[config.mk]
export PLATFORM = sky130hd
export DESIGN_NAME = rle_dec_flat
export DESIGN_NICKNAME = d
export VERILOG_FILES = /design/src/rtl/rle_dec_if.sv /design/src/rtl/rle_dec.sv /design/src/flat_wrapper.sv
export SDC_FILE = /design/constraint.sdc
export NUM_CORES = 1
export LEC_CHECK = 0
export CAP_MARGIN = 20
export CORE_UTILIZATION = 55
export DETAILED_ROUTE_END_ITERATION = 16
export DONT_BUFFER_PORTS = 1
export PLACE_DENSITY = 0.77
export SYNTH_ARGS = -nofsm -noshare
export SYNTH_HDL_FRONTEND = slang
export SYNTH_SLANG_ARGS = --single-unit
[constraint.sdc]
create_clock -name clk -period 4.38 [get_ports clk]
set_input_delay 0.876 -clock clk [delete_from_list [all_inputs] [get_ports clk]]
set_output_delay 0.876 -clock clk [all_outputs]
set_load 0.01 [all_outputs]
[src/rtl/rle_dec_if.sv]
// Handshake bundle between the run-length decoder and its two FIFOs.
// master is the decoder side; slave is the FIFO/host side.
interface rle_dec_if;
  logic        recv_ready;
  logic [23:0] in_data;
  logic        rd_req;
  logic        send_ready;
  logic [7:0]  out_data;
  logic        wr_req;
  logic        end_of_stream;
  logic        done;

  modport master (
    input  recv_ready, in_data, send_ready, end_of_stream,
    output rd_req, out_data, wr_req, done
  );

  modport slave (
    output recv_ready, in_data, send_ready, end_of_stream,
    input  rd_req, out_data, wr_req, done
  );
endinterface

[src/rtl/rle_dec.sv]
// Run-length decoder: expands {value, length} words into a bit stream and packs it
// LSB-first into bytes for the output FIFO, flushing any partial byte at end of stream.
module rle_dec (
  input  logic      clk,
  input  logic      rst,
  rle_dec_if.master bus
);

  typedef enum logic [3:0] {
    StIdle,
    StReq,
    StWait,
    StLoad,
    StExpand,
    StWrWait,
    StWrPulse,
    StFlush,
    StFlWait,
    StFlPulse,
    StDone
  } state_e;

  state_e      state;
  logic        val;
  logic [22:0] remain;
  logic [7:0]  byte_buf;
  logic [2:0]  bit_idx;

  always_ff @(posedge clk) begin
    if (rst) begin
      state        <= StIdle;
      val          <= 1'b0;
      remain       <= 23'd0;
      byte_buf     <= 8'h00;
      bit_idx      <= 3'd0;
      bus.rd_req   <= 1'b0;
      bus.wr_req   <= 1'b0;
      bus.out_data <= 8'h00;
      bus.done     <= 1'b0;
    end else begin
      // Request strobes are single-cycle unless re-armed below.
      bus.rd_req <= 1'b0;
      bus.wr_req <= 1'b0;
      unique case (state)
        StIdle: begin
          byte_buf <= 8'h00;
          bit_idx  <= 3'd0;
          state    <= StReq;
        end
        StReq: begin
          if (bus.recv_ready) begin
            bus.rd_req <= 1'b1;
            state      <= StWait;
          end else if (bus.end_of_stream) begin
            if (bit_idx != 3'd0) begin
              state <= StFlush;
            end else begin
              bus.done <= 1'b1;
              state    <= StDone;
            end
          end
        end
        StWait: state <= StLoad;
        StLoad: begin
          val    <= bus.in_data[23];
          remain <= bus.in_data[22:0];
          state  <= (bus.in_data[22:0] == 23'd0) ? StReq : StExpand;
        end
        StExpand: begin
          remain  <= remain - 23'd1;
          bit_idx <= bit_idx + 3'd1;
          if (bit_idx == 3'd7) begin
            bus.out_data <= {val, byte_buf[6:0]};
            byte_buf     <= 8'h00;
            state        <= StWrWait;
          end else begin
            byte_buf[bit_idx] <= val;
            if (remain == 23'd1) state <= StReq;
          end
        end
        StWrWait: begin
          if (bus.send_ready) begin
            bus.wr_req <= 1'b1;
            state      <= StWrPulse;
          end
        end
        StWrPulse: state <= (remain != 23'd0) ? StExpand : StReq;
        StFlush: begin
          // Unfilled upper bits are already zero since byte_buf clears per byte.
          bus.out_data <= byte_buf;
          byte_buf     <= 8'h00;
          bit_idx      <= 3'd0;
          state        <= StFlWait;
        end
        StFlWait: begin
          if (bus.send_ready) begin
            bus.wr_req <= 1'b1;
            state      <= StFlPulse;
          end
        end
        StFlPulse: begin
          bus.done <= 1'b1;
          state    <= StDone;
        end
        StDone: state <= StDone;
        default: state <= StIdle;
      endcase
    end
  end

endmodule

[src/flat_wrapper.sv]
// flat-port wrapper written by rule: the top's interface ports become plain ports
module rle_dec_flat 
  (clk, rst, bus_recv_ready, bus_in_data, bus_send_ready, bus_end_of_stream, bus_rd_req, bus_out_data, bus_wr_req, bus_done);
  rle_dec_if bus_i ();
  input  logic clk;
  input  logic rst;
  input wire logic [$bits(bus_i.recv_ready)-1:0] bus_recv_ready;
  input wire logic [$bits(bus_i.in_data)-1:0] bus_in_data;
  input wire logic [$bits(bus_i.send_ready)-1:0] bus_send_ready;
  input wire logic [$bits(bus_i.end_of_stream)-1:0] bus_end_of_stream;
  output wire logic [$bits(bus_i.rd_req)-1:0] bus_rd_req;
  output wire logic [$bits(bus_i.out_data)-1:0] bus_out_data;
  output wire logic [$bits(bus_i.wr_req)-1:0] bus_wr_req;
  output wire logic [$bits(bus_i.done)-1:0] bus_done;
  assign bus_i.recv_ready = bus_recv_ready;
  assign bus_i.in_data = bus_in_data;
  assign bus_i.send_ready = bus_send_ready;
  assign bus_i.end_of_stream = bus_end_of_stream;
  assign bus_rd_req = bus_i.rd_req;
  assign bus_out_data = bus_i.out_data;
  assign bus_wr_req = bus_i.wr_req;
  assign bus_done = bus_i.done;
  rle_dec u_core (.clk(clk), .rst(rst), .bus(bus_i));
endmodule
==> flow_metrics.py <==
metrics = {
    "sta": {
        "setup_viol": 0,
        "rsz0062_at_grt": "no",
        "max_freq_mhz": 388,
        "hold_viol": 0,
        "fin_crit_ns": 2.57,
        "fin_setup_tns_ns": 0,
        "skew_ns": 0.00853,
        "slew_viol_final": 0,
        "slew_headroom_pct": 37.2,
        "finalCritPeriodShare_pct": 58.8,
        "worst_pin_slew_ns": 0.943,
    },
    "cts": {
        "root_buffer": "clkbuf_8",
        "path_clk_slew_ns": 0.10,
        "postCtsSetupRepairBufs": 0,
        "post_cts_resized": 0,
        "cts_buffer_depth": 2,
        "clkLatencyLatePin_ns": 0.31,
        "cts_hold_buf": 0,
        "cts_tree": "done",
        "cts_buffers": 5,
        "cts_htree_levels": 2,
        "cts.sinks": 50,
    },
    "global_routing": {
        "overflow": 0,
        "grt_util_met2_pct": 37.2,
        "globalRouteTotalUtil_pct": 25.8,
        "grt_antenna_before_repair": 0,
        "gr-usage-met3_pct": 5.21,
        "grt_first_pass_wirelength_mm": 10.8,
        "grt_max_degree": 52,
        "grt_busiest_layer": "met1",
        "grt_pass1_vias": 2243,
        "gr-usage-met1_pct": 38.0,
    },
    "job": {
        "maxCapViolCount": 0,
    },
    "synth": {
        "synthSimpleGateAreaFrac_pct": 30.8,
        "async_flop_share_pct": 0,
        "synth_edf_count": 0,
        "synth_mux_area_share_pct": 2.87,
        "synthCells": 341,
        "synthesis.area_sq_um": 2790,
        "syn_area_per_cell_sq_um": 8.19,
        "synthAdderAreaFrac_pct": 2.69,
        "synth_seq_cells": 50,
        "synth_compound_area_share_pct": 22.6,
        "ys_types": 55,
        "synth_top_family_by_area": "simple AND/OR/NAND/NOR gates",
        "synth-xor-area-share_pct": 0,
        "syn-num-nets": 376,
        "ys_warn_count": 0,
        "synthFlopType": "dfxtp_1",
        "seq_area_frac_synth_pct": 35.8,
    },
    "worst_setup_path": {
        "worst-r2r-cell-count": 5,
        "crit_path_start": "u_core.state[2]$_SDFFE_PP0P_",
        "r2r-end": "u_core.remain[11]$_SDFFE_PP0P_",
        "ff2ff_setup_slack_ns": 1.81,
        "cp.arrival_ns": 2.78,
        "required_ns": 4.58,
        "r2r-start": "u_core.state[2]$_SDFFE_PP0P_",
        "crit_fanout": 18,
        "worstSetupPathType": "flip-flop to flip-flop",
        "critical_path.endpoint_type": "flip-flop",
        "critPathLaunchType": "flip-flop",
        "endpoint": "u_core.remain[11]$_SDFFE_PP0P_",
    },
    "hold_path": {
        "hp-class": "flip-flop to flip-flop",
        "hold_depth": 2,
    },
    "power": {
        "power.leakage_nw": 0.991,
        "peakVddDrop_mv": 0.489,
        "powerDensity_nw_per_um2": 764,
    },
    "placement": {
        "dp_hpwl_mm": 4.50,
        "io_buffers": 0,
        "place_congestion": 0.875,
    },
    "floorplan": {
        "die_w_microns": 73.3,
        "start_util_pct": 58.0,
        "top_level_ports": 40,
        "die_y_microns": 73.3,
        "core_sq_um": 4820,
        "dieArea_sq_um": 5370,
        "fp-row-count": 25,
    },
    "final_layout": {
        "multiInputGateArea_sq_um": 1660,
        "n_fill_cell": 459,
        "final_nets": 364,
        "regArea_sq_um": 1000,
        "layout-drive-gt1-share_pct": 8.18,
        "n_antenna_cell": 0,
        "area_growth_pct": 3.27,
        "fin_util_pct": 59.9,
    },
    "route": {
        "routed_wl_mm": 6.58,
        "first_pass_iters": 5,
        "post-route-drc-count": 0,
        "vias": 2598,
        "ant_nets": 0,
        "drtIter0Drc": 233,
        "viasPerCell": 6.54,
        "wl_per_cell_microns": 16.6,
    },
    "outcome": {
        "status": "finished clean",
    },
}
## worst min-delay path by stage
stage | slack [ns] | end | startpoint
floorplan | 0.44 | u_core.val$_SDFFE_PP0P_ | u_core.val$_SDFFE_PP0P_
detailed placement | 0.47 | u_core.val$_SDFFE_PP0P_ | u_core.val$_SDFFE_PP0P_
CTS | 0.48 | u_core.val$_SDFFE_PP0P_ | u_core.val$_SDFFE_PP0P_
finish | 0.48 | u_core.val$_SDFFE_PP0P_ | u_core.val$_SDFFE_PP0P_
global route | 0.52 | u_core.val$_SDFFE_PP0P_ | u_core.val$_SDFFE_PP0P_
global placement | 0.46 | u_core.val$_SDFFE_PP0P_ | u_core.val$_SDFFE_PP0P_
## metal layers
metal | routed length, microns | vias to the layer above
met3 | 511 | 12
li1 | - | 1267
met5 | 0 | -
met2 | 2860 | 105
met1 | 3120 | 1214
met4 | 80 | 0
## logic make-up after synthesis
logic type	Yosys count
AND/OR/NAND/NOR	152
multiplexers	8
AO/OA/AOI/OAI	96
buffers and inverters	29
adder cells (fa/ha/maj)	6
flip-flops	50
## cell usage after synthesis (4+ instances only)
master | instances | share of area, %
clkbuf_1 | 14 | 1.9
or2_2 | 5 | 1.1
a21oi_1 | 32 | 5.7
a31oi_1 | 11 | 2.5
o311ai_0 | 9 | 2.8
nor2_1 | 40 | 5.4
ha_1 | 6 | 2.7
or3_1 | 5 | 1.1
inv_1 | 8 | 1.1
o211ai_1 | 7 | 1.9
o21ai_0 | 9 | 1.6
nor3_1 | 18 | 3.2
dfxtp_1 | 50 | 36
nand3b_1 | 4 | 1.1
or4_1 | 9 | 2.4
nand2_1 | 26 | 3.5
nand3_1 | 8 | 1.4
nand4_1 | 5 | 1.1
nor4_1 | 9 | 2.0
a22oi_1 | 5 | 1.3
mux2i_1 | 8 | 2.9
## per-stage QoR
stage	instances	power, mW	worst slack [ns]	hold slack (ns)	area, sq um
global placement	389	1.85	1.93	0.457	2790
global route	397	2.36	1.60	0.517	2880
CTS	397	2.18	1.85	0.480	2880
floorplan	341	1.67	2.29	0.445	2790
finish	397	2.20	1.81	0.477	2880
detailed placement	389	1.89	1.86	0.466	2790
## critical path, cell delays in order, from the launching register on
cell,delay (ns)
dfxtp_1,0.63
or4b_2,0.86
nor3_1,0.52
nand2_1,0.17
o211ai_1,0.19
a21oi_1,0.09
## registers in the layout (all words and copies together) (netlist names)
signal               count
u_core.bit_idx           3
u_core.bus.done          1
u_core.bus.out_data      8
u_core.bus.rd_req        1
u_core.bus.wr_req        1
u_core.byte_buf          8
u_core.remain           23
u_core.state             4
u_core.val               1
## report_power, final
part           switching, mW  leakage, nW  internal, mW  total [mW]
Combinational          0.699        0.541         0.464        1.16
Sequential             0.186        0.405         0.565       0.751
Clock                  0.172       0.0447         0.116       0.288
Total                   1.06        0.991          1.15        2.20
## cell usage in the layout (no fill, tap or decap), drive strengths merged, types with 4 or more instances in the layout
| cell type | Yosys | final |
|---|---|---|
| dfxtp | 50 | 50 |
| nor2 | 40 | 40 |
| a21oi | 32 | 32 |
| nand2 | 26 | 26 |
| nor3 | 18 | 18 |
| or4 | 12 | 12 |
| nor4 | 12 | 12 |
| a31oi | 11 | 11 |
| o21ai | 9 | 9 |
| o311ai | 9 | 9 |
| inv | 8 | 9 |
| nand3 | 8 | 8 |
| mux2i | 8 | 8 |
| o211ai | 7 | 7 |
| ha | 6 | 6 |
| a22oi | 5 | 5 |
| or2 | 5 | 5 |
| or3 | 5 | 5 |
| nand4 | 5 | 5 |
| clkbuf | 16 | 5 |
| nand3b | 4 | 4 |
## layout make-up
type                    instances  area share, %
well taps                      67           2.91
flip-flops and latches         50           34.7
multi-input cells             262           57.6
clock inverters                 3          0.868
clock buffers                   5           2.39
repair buffers                  2          0.521
inverters                       8           1.04
No activity file was read; power rests on OpenSTA's default activity.
